--- config.mk ---
export PLATFORM = sky130hd
export DESIGN_NAME = fire_control
export DESIGN_NICKNAME = d
export VERILOG_FILES = /design/src/rtl/tank_pkg.sv /design/src/rtl/fire_control.sv
export SDC_FILE = /design/constraint.sdc
export NUM_CORES = 1
export LEC_CHECK = 0
export BUFFER_PORTS_ARGS = -buffer_cell sky130_fd_sc_hd__buf_2
export CAP_MARGIN = 20
export CORE_MARGIN = 8
export CORE_UTILIZATION = 42
export DETAILED_ROUTE_END_ITERATION = 6
export GPL_TIMING_DRIVEN = 0
export PLACE_DENSITY = 0.69
export SYNTH_ARGS = -nofsm -noshare
export SYNTH_HDL_FRONTEND = slang
export SYNTH_SLANG_ARGS = --single-unit
--- constraint.sdc ---
create_clock -name clk -period 2.7 [get_ports clk]
set_clock_uncertainty 0.15 [all_clocks]
set_input_delay 0.54 -clock clk [delete_from_list [all_inputs] [get_ports clk]]
set_output_delay 0.54 -clock clk [all_outputs]
set_load 0.05 [all_outputs]
--- src/rtl/tank_pkg.sv ---
// Shared definitions for the tank input path.
// Holds the fire-control state encoding and the default timing and magazine
// constants. Other tank instances and the HUD logic use the same values.
package tank_pkg;

    typedef enum logic [1:0] {
        FS_READY    = 2'd0,
        FS_COOLDOWN = 2'd1,
        FS_RELOAD   = 2'd2
    } fire_state_t;

    localparam int unsigned DEF_COOLDOWN_CYCLES = 10_000_000;
    localparam int unsigned DEF_RELOAD_CYCLES   = 50_000_000;
    localparam int unsigned DEF_AMMO_MAX        = 5;
    localparam int unsigned DEF_AMMO_W          = 3;
    localparam int unsigned DEF_CNT_W           = 32;

endpackage

--- src/rtl/fire_control.sv ---
// fire_control: converts a debounced fire-button level into single-cycle shot
// strobes. It enforces a cooldown after each shot, a finite magazine, and a
// timed reload. The reload starts automatically when the magazine is empty,
// or on request.
//
// Ports
//   clk        in   system clock
//   rst_n      in   asynchronous active-low reset
//   btn_level  in   debounced fire-button level (synchronous to clk)
//   reload_req in   debounced manual-reload level
//   enable     in   round active; low re-arms the block to a full magazine
//   fire_pulse out  one-cycle shot strobe (registered)
//   ammo       out  rounds remaining
//   ready      out  high while a shot can be accepted
//   reloading  out  high while a reload is in progress
module fire_control
    import tank_pkg::*;
#(
    parameter int unsigned COOLDOWN_CYCLES = DEF_COOLDOWN_CYCLES,
    parameter int unsigned RELOAD_CYCLES   = DEF_RELOAD_CYCLES,
    parameter int unsigned AMMO_MAX        = DEF_AMMO_MAX,
    parameter int unsigned AMMO_W          = DEF_AMMO_W,
    parameter int unsigned CNT_W           = DEF_CNT_W
) (
    input  logic              clk,
    input  logic              rst_n,
    input  logic              btn_level,
    input  logic              reload_req,
    input  logic              enable,
    output logic              fire_pulse,
    output logic [AMMO_W-1:0] ammo,
    output logic              ready,
    output logic              reloading
);

    // Load values are one less than the dwell, because the timer counts down
    // through zero inclusive.
    localparam logic [CNT_W-1:0]  COOL_LOAD = CNT_W'(COOLDOWN_CYCLES - 1);
    localparam logic [CNT_W-1:0]  REL_LOAD  = CNT_W'(RELOAD_CYCLES - 1);
    localparam logic [AMMO_W-1:0] AMMO_FULL = AMMO_W'(AMMO_MAX);

    fire_state_t       r_state;
    logic [AMMO_W-1:0] r_ammo;
    logic [CNT_W-1:0]  r_timer;
    logic              r_fire_pulse;
    logic              r_btn_prev;
    logic              w_press;

    // r_btn_prev resets high, so a button held through reset release is not
    // seen as a press.
    assign w_press = btn_level & ~r_btn_prev;

    always_ff @(posedge clk or negedge rst_n) begin
        if (!rst_n) begin
            r_state      <= FS_READY;
            r_ammo       <= AMMO_FULL;
            r_timer      <= '0;
            r_fire_pulse <= 1'b0;
            r_btn_prev   <= 1'b1;
        end else begin
            r_btn_prev   <= btn_level;
            r_fire_pulse <= 1'b0;
            if (!enable) begin
                r_state <= FS_READY;
                r_ammo  <= AMMO_FULL;
                r_timer <= '0;
            end else begin
                case (r_state)
                    FS_READY: begin
                        // A shot takes priority over a reload request in the same cycle.
                        if (w_press && (r_ammo != '0)) begin
                            r_fire_pulse <= 1'b1;
                            r_ammo       <= r_ammo - AMMO_W'(1);
                            if (r_ammo == AMMO_W'(1)) begin
                                r_timer <= REL_LOAD;
                                r_state <= FS_RELOAD;
                            end else begin
                                r_timer <= COOL_LOAD;
                                r_state <= FS_COOLDOWN;
                            end
                        end else if (reload_req && (r_ammo < AMMO_FULL)) begin
                            r_timer <= REL_LOAD;
                            r_state <= FS_RELOAD;
                        end
                    end
                    FS_COOLDOWN: begin
                        if (r_timer == '0) begin
                            r_state <= FS_READY;
                        end else begin
                            r_timer <= r_timer - CNT_W'(1);
                        end
                    end
                    FS_RELOAD: begin
                        if (r_timer == '0) begin
                            r_ammo  <= AMMO_FULL;
                            r_state <= FS_READY;
                        end else begin
                            r_timer <= r_timer - CNT_W'(1);
                        end
                    end
                    default: begin
                        r_state <= FS_READY;
                        r_timer <= '0;
                    end
                endcase
            end
        end
    end

    assign fire_pulse = r_fire_pulse;
    assign ammo       = r_ammo;
    assign ready      = (r_state == FS_READY);
    assign reloading  = (r_state == FS_RELOAD);

endmodule

==> results of run 1 <==
==> worst max-delay path: cells and delay by family, from the launching register on <==
| family | cells | cell delay [ns] |
|---|---|---|
| AOI/OAI and AO/OA | 2 | 0.49 |
| adders and majority gates | 1 | 0.17 |
| DFF | 1 | 0.41 |
| and+or+nand+nor | 3 | 1.12 |
| buffers and inverters | 1 | 0.12 |
==> flip-flops by register name (all words and copies together) (netlist names) <==
signal / cells
ammo: 3
r_btn_prev: 1
r_timer: 32
fire_pulse: 1
r_state: 2
==> worst min path at each step <==
stage | depth (start not counted) | slack, ns | to
final | 1 | 0.19 | r_btn_prev
after global routing | 1 | 0.19 | r_btn_prev
after CTS | 1 | 0.19 | r_btn_prev
after detailed placement | 1 | 0.33 | r_timer[26]
after global placement | 1 | 0.33 | r_timer[26]
after floorplan | 0 | 0.09 | ammo[1]
==> synth_stat cells, drive strengths merged (2+ instances only) <==
cell / count
o41ai: 4
nand4: 3
or3: 8
or2: 4
dfstp: 3
dfrtp: 36
nor2b: 5
o311ai: 3
a2bb2oi: 2
o2bb2ai: 3
clkbuf: 9
a31oi: 19
ha: 7
or4b: 2
buf: 3
nand3: 7
nor4: 6
a31o: 2
o31ai: 17
o21ai: 36
and4: 2
nand2: 19
inv: 11
nand2b: 3
or4: 2
nor2: 24
a32o: 2
nor3: 13
a21oi: 12
and2: 5
o211ai: 2
nor4b: 2
==> power groups by stage <==
| stage | clock network, W | logic [W] | registers [W] |
|---|---|---|---|
| CTS | 0.000451 | 0.00141 | 0.000956 |
| global route | 0.000467 | 0.00162 | 0.00101 |
| floorplan | 0 | 0.000968 | 0.000985 |
| finish | 0.000448 | 0.00148 | 0.000982 |
| global placement | 0 | 0.00136 | 0.000951 |
| detailed placement | 0 | 0.00137 | 0.000957 |
==> placed cells by master (no fill, tap or decap), drive strengths merged, types with 8 or more instances in the layout <==
cell,Yosys,layout
nand2,19,19
nor2,24,24
buf,3,18
o21ai,36,36
o31ai,17,17
inv,11,11
clkbuf,9,16
or3,8,8
nor3,13,13
dfrtp,36,36
a21oi,12,12
a31oi,19,19
==> cells by family after synthesis <==
family / Yosys count / synth area share
compound gates: 109 / 0.282
fa+ha+maj: 7 / 0.0351
buf+inv: 23 / 0.0411
flops: 39 / 0.392
mux: 1 / 0.00401
simple gates: 108 / 0.246
==> timing repair <==
action,in CTS,in global routing
gates resized for setup,7,13
pin swaps,1,2
buffers inserted,2,2
endpoints found under the setup margin,35,29
endpoints found under the hold margin,0,0
hold buffers,0,0
==> metrics by stage <==
step	hold slack (ns)	std cells	setup WS, ns
floorplan	0.0944	287	0.0398
global placement	0.328	372	-0.324
detailed placement	0.332	372	-0.316
CTS	0.191	382	0.00598
global route	0.188	384	-0.00768
finish	0.192	384	0.121
==> layout make-up <==
type	instances	area (sq um)
well taps	75	93.8
multi-input cells	225	1490
plain buffers	12	65.1
flip-flops and latches	39	980
inverters	11	41.3
repair buffers	14	80.1
clock buffers	8	100
fillers	539	3000
==> metal layers <==
metal,wire length (um),part of all wire,vias up
met1,3000,0.42,1205
met5,0,0,-
met3,708,0.10,21
met4,194,0.027,0
li1,-,-,1142
met2,3180,0.45,149
==> impl_metrics.ini, run 1 <==
[run_status]
status = finished with violations
violations = DRC

[drt]
vias = 2517
firstDrtPassIters = 7
ant_nets = 0
viasPerCell = 6.55
remaining_drc_errors = 1
wl_um = 7080
drtIter0Drc = 250
wl_per_cell_um = 18.4

[setup_path]
cp_slowest_stage_delay_ns = 0.59
crit_type = flop to flop
critPathLaunchType = flop
crit_chain = inv_1, ha_4, nor4b_4, nand4_1, or4_4, a31o_2, a22o_1
crit_end = r_state[0]
end_kind = flop
rr_startpoint = r_timer[0]
r2r.worst_path.cells = 7
r2r_slack_ns = 0.12
crit_path_start = r_timer[0]
reg2reg_to = r_state[0]
crit_path_max_fanout = 5
cp_data_arrival_time_ns = 2.61
worst_ep_required_time_ns = 2.74
slowest_stage = or4_4

[power_and_ir_drop]
power_leakage_nw = 1.16
p_switching_w = 0.00142
p_sw_frac = 0.486
ir_drop_mv = 0.604
combPwrFrac = 0.509
power_density_nw_per_um2 = 1020
finalPower_w = 0.00291
p_seq_frac = 0.337
p_clk_frac = 0.154
intPower_w = 0.00150

[global_route]
busiest_layer = met2
track_usage = 0.164
grt_max_degree = 40
grt_util_met2 = 0.249
grt-ovfl-total = 0
grtUsageMet1 = 0.218
grt_pass1_vias = 2348
grt_antenna_before_repair = 0
grt_pass1_wl_um = 11600
grtUsageMet3 = 0.0361

[floorplan]
core_sq_um = 5850
rows = 28
pin_count = 11
start_util = 0.427
fp.dieH_um = 93.1
die_area_sq_um = 8670
die_w_um = 93.1

[sta]
period_minus_slack_ns = 2.58
setup_tns_ns = 0
worstMarginPinSlew_ns = 0.894
setup_viol = 0
post-route-period-util = 0.955
hold_viol = 0
finalMaxSlewViolations = 0
clock.fmax_mhz = 388
slew_headroom = 0.404

[placed_design]
dp.final_hpwl_um = 4800
io_buffers = 10
gp_congestion = 0.980
placed_area_sq_um = 2640

[layout]
postLayoutCellArea_sq_um = 2850
num-nets-final = 320
n_antenna_cell = 0
utilization = 0.487
area_growth_pct = 14.2
drive_gt1_frac = 0.178

[clocking]
h-tree-depth = 2
cts_buffer_depth = 2
insertion_delay_ns = 0.30
cts_tree = yes
cts_root_buf = clkbuf_8
clk_pin_slew_ns = 0.08
cts_buffers = 5
clkSinkCount = 39

[synth]
synth_fp_nets = 299
syn_inst = 287
yosysTopAreaCellShare = 0.361
avgSynthCellArea_sq_um = 8.70
yosysUniqueCellTypes = 54
synth_warnings = 0
synth_top_cell_by_area = dfrtp_1
synth_ff_type = dfrtp_1
synth_area_sq_um = 2500
synth_edf_count = 0
synthTopCellsByArea = dfrtp_1 (36%), o21ai_0 (6.4%), o31ai_1 (5.1%), a31oi_1 (4.8%), nor2_1 (3.6%)
ys_seq_area_frac = 0.392
yosys_register_bits = 39
synth-async-reset-ratio = 1.00

[hold_path]
hp-class = primary input to flop
min_from = btn_level

[run]
cap_violations = 0
Power figures use the tool's default switching activity.
==> inputs of run 2 (changes only) <==
MAX_ROUTING_LAYER = met4   (was unset)
==> impl_metrics.ini, run 2 (same netlist as run 1, synthesis figures left out) <==
[drt]
remaining_drc_errors = 0
viasPerCell = 6.50
ant_nets = 0
wl_per_cell_um = 18.8
drtIter0Drc = 303
vias = 2501
firstDrtPassIters = 5
wl_um = 7230

[sta]
finalMaxSlewViolations = 0
slew_headroom = 0.405
hold_viol = 0
period_minus_slack_ns = 2.65
grt_setup_unrepaired = true
clock.fmax_mhz = 377
setup_viol = 0
setup_tns_ns = 0
worstMarginPinSlew_ns = 0.893
post-route-period-util = 0.982

[setup_path]
reg2reg_to = r_state[0]
end_kind = flop
r2r.worst_path.cells = 7
rr_startpoint = r_timer[0]
cp_data_arrival_time_ns = 2.69
critPathLaunchType = flop
r2r_slack_ns = 0.05
crit_path_max_fanout = 5
worst_ep_required_time_ns = 2.74
crit_type = flop to flop

[global_route]
grt_antenna_before_repair = 0
grt_pass1_vias = 2306
grt-ovfl-total = 0
track_usage = 0.175
grt_pass1_wl_um = 11900
grt_max_degree = 40

[power_and_ir_drop]
intPower_w = 0.00146
p_clk_frac = 0.136
power_leakage_nw = 1.17
p_sw_frac = 0.496
ir_drop_mv = 0.630
combPwrFrac = 0.522
power_density_nw_per_um2 = 1010
p_switching_w = 0.00143
p_seq_frac = 0.342

[layout]
num-nets-final = 321
multi_input_area_sq_um = 1510
layout_common_cells = dfrtp_1 (36), o21ai_0 (32), nor2_1 (23), a31oi_1 (19), o31ai_1 (17)
fillers = 535
utilization = 0.488
drive_gt1_frac = 0.187
n_antenna_cell = 0
seqCellArea_sq_um = 980
top_register = r_timer
postLayoutCellArea_sq_um = 2860
instances_no_fill = 385
area_growth_pct = 14.4
final_common_cell = dfrtp_1
largest_register_ffs = 32

[placed_design]
placed_area_sq_um = 2640
io_buffers = 10
dp.final_hpwl_um = 4840
dp_cells = 372
gp_congestion = 0.954

[clocking]
cts_tree = yes
clkSinkCount = 39
h-tree-depth = 2
holdBufCountCts = 0
cts_buffers = 5
clk_pin_slew_ns = 0.07
cts_buffer_depth = 2
cts_root_buf = clkbuf_8
insertion_delay_ns = 0.30

[run_status]
status = finished clean

[hold_path]
min_from = btn_level
min_delay_path_depth = 1
hold_path_end = r_btn_prev
hp-class = primary input to flop

[floorplan]
pin_count = 11
start_util = 0.427
die_w_um = 93.1
rows = 28
fp.dieH_um = 93.1
die_area_sq_um = 8670
core_sq_um = 5850

[run]
cap_violations = 0
[run 2: routing by layer]
metal	global-route usage	vias to the layer above	wire length, um	share of wire
li1	-	1152	-	-
met1	0.227	1201	3280	0.45
met2	0.265	124	3280	0.45
met3	0.0256	24	441	0.061
met4	0.0738	0	227	0.031
met5	-	-	0	0
[run 2: final cells by class]
cell class              count  area share
multi-input cells         225       0.527
flip-flops and latches     39       0.343
plain buffers              12      0.0236
inverters                  11      0.0144
repair buffers             15      0.0306
clock buffers               7      0.0267
well taps                  75      0.0328
clock inverters             1     0.00175
[run 2: power by group through the flow]
stage               registers [W]  logic (W)  clock network [W]
global route              0.00101    0.00166           0.000420
global placement         0.000950    0.00137                  0
detailed placement       0.000957    0.00138                  0
floorplan                0.000985   0.000968                  0
CTS                      0.000962    0.00142           0.000398
finish                   0.000987    0.00151           0.000392
[run 2: worst max-delay path, stage by stage (launching register included)]
cell     delay (ns)
dfrtp_1        0.42
inv_1          0.10
ha_2           0.22
nor4b_4        0.30
nand4_1        0.26
or4_4          0.60
a31o_2         0.27
a22o_1         0.23
[run 2: stage by stage]
stage	hold WS, ns	setup slack, ns	power (W)
3_3_place_gp	0.339	-0.333	0.00232
4_1_cts	0.187	0.0123	0.00278
2_1_floorplan	0.0944	0.0398	0.00195
5_1_grt	0.186	-0.0169	0.00309
3_5_place_dp	0.345	-0.353	0.00234
6_report	0.190	0.0492	0.00289
[run 2: timing repair]
item	in CTS	in global routing
pin swaps	1	2
hold endpoints to repair	0	0
resized for setup	8	17
buffers inserted	1	4
endpoints found under the setup margin	37	31
[run 2: worst max-delay path by stage]
stage,start,to,cells past startpoint
4_1_cts,r_state[0],r_timer[23],8
3_3_place_gp,r_timer[0],r_timer[18],8
5_1_grt,r_timer[0],r_timer[20],9
2_1_floorplan,r_state[0],r_timer[23],8
3_5_place_dp,r_timer[0],r_timer[7],8
6_report,r_timer[0],r_state[0],7
==> inputs of run 3 (changes only) <==
CORE_UTILIZATION = 49   (was 42)
PLACE_DENSITY = 0.77   (was 0.69)
clock period = 3.2 ns   (was 2.7 ns; I/O delays follow)
==> impl_metrics.ini, run 3 (same netlist as run 1, synthesis figures left out) <==
[setup_path]
cp_slowest_stage_delay_ns = 0.64
slowest_stage = or4_4
crit_chain = inv_1, ha_1, nor4b_1, nand4_1, or4_4, a31o_2, a22o_1
r2r.worst_path.cells = 7
crit_path_max_fanout = 6
cp_data_arrival_time_ns = 3.14
r2r_slack_ns = 0.10
end_kind = flop
worst_ep_required_time_ns = 3.24
crit_type = flop to flop
critPathLaunchType = flop

[sta]
grt_setup_unrepaired = false
holdWs_ns = 0.293
clock.fmax_mhz = 323
setup_viol = 0
post-route-period-util = 0.969
finalMaxSlewViolations = 0
slew_headroom = 0.358
hold_viol = 0
period_minus_slack_ns = 3.10
setup_tns_ns = 0
fin_ws_ns = 0.101
worstMarginPinSlew_ns = 0.956

[placed_design]
gp_congestion = 0.943
dp.final_hpwl_um = 4700
pre_cts_ws_ns = 0.170
io_buffers = 10

[power_and_ir_drop]
intPower_w = 0.00118
p_switching_w = 0.00114
finalPower_w = 0.00232
p_clk_frac = 0.139
p_sw_frac = 0.492
p_seq_frac = 0.346
combPwrFrac = 0.516
power_density_nw_per_um2 = 851
power_leakage_nw = 1.11
ir_drop_mv = 0.567

[floorplan]
pin_count = 11
start_util = 0.499
rows = 26
die_w_um = 87.4
core_sq_um = 5010
fp.dieH_um = 87.4
die_area_sq_um = 7640

[layout]
largest_register_ffs = 32
top_register = r_timer
layout_common_cells = dfrtp_1 (36), o21ai_0 (32), nor2_1 (24), a31oi_1 (19)
num-nets-final = 316
drive_gt1_frac = 0.118
utilization = 0.544
area_growth_pct = 9.12
final_common_cell = dfrtp_1
n_antenna_cell = 0

[drt]
remaining_drc_errors = 0
firstDrtPassIters = 5
wl_per_cell_um = 18.1
drtIter0Drc = 330
ant_nets = 0
vias = 2473
wl_um = 6800
viasPerCell = 6.59

[clocking]
cts_tree = yes
cts_root_buf = clkbuf_8
clkSinkCount = 39
cts_setup_buffers = 0
cts_buffer_depth = 2
insertion_delay_ns = 0.30
h-tree-depth = 2
cts_buffers = 5
clk_pin_slew_ns = 0.07

[global_route]
track_usage = 0.199
grt_antenna_before_repair = 0
grt_pass1_vias = 2402
grt-ovfl-total = 0
grt_pass1_wl_um = 11700
grt_max_degree = 40

[hold_path]
hp-class = primary input to flop
min_delay_path_depth = 1

[run]
cap_violations = 0

[run_status]
status = finished clean
==> run 3: cell count changes in the layout (fill, tap and decap cells not counted), sizes merged <==
| cell | previous run | this run |
|---|---|---|
| buf | 18 | 13 |
==> run 3: metrics by stage <==
step,area [sq um],instances
finish,2730,375
global route,2730,375
CTS,2720,375
detailed placement,2640,367
global placement,2640,367
floorplan,2500,287
==> run 3: critical path, delay by kind of cell, from the launching register on <==
kind            cells  cell delay, ns
buf+inv             1            0.08
simple gates        3            1.62
compound gates      2            0.49
flops               1            0.40
fa+ha+maj           1            0.24
==> run 3: timing repair <==
item / CTS / global route
hold buffers: 0 / 0
gates resized for setup: 0 / 1
setup endpoints to repair: 0 / 10
==> run 3: per-layer routing <==
metal | track usage | vias to the layer above | part of all wire
met5 | - | - | 0
met4 | 0.108 | 0 | 0.024
met3 | 0.0330 | 19 | 0.083
met2 | 0.309 | 148 | 0.47
met1 | 0.242 | 1167 | 0.43
li1 | - | 1139 | -
==> run 3: cell type report <==
type	instances	area, sq um
Clock inverter	1	5.00
Sequential cell	39	980
Buffer	12	61.3
Tap cell	70	87.6
Fill cell	473	2280
Timing Repair Buffer	10	50.0
Clock buffer	7	76.3
Multi-Input combinational cell	225	1420
Inverter	11	41.3
==> run 3: path summary, 6_finish.rpt <==
path	startpoint	end
min in group asynchronous	rst_n	ammo[1]
min	btn_level	r_btn_prev
min reg2reg	r_timer[26]	r_timer[26]
max reg2reg	r_timer[0]	r_state[0]
max	r_timer[0]	r_state[0]
max in group asynchronous	rst_n	r_timer[15]
==> run 3: power by group through the flow <==
stage | Sequential [W] | Clock [W] | Combinational [W]
finish | 0.000802 | 0.000322 | 0.00120
global route | 0.000825 | 0.000352 | 0.00131
CTS | 0.000796 | 0.000330 | 0.00116
detailed placement | 0.000806 | 0 | 0.00116
global placement | 0.000800 | 0 | 0.00114
floorplan | 0.000831 | 0 | 0.000817
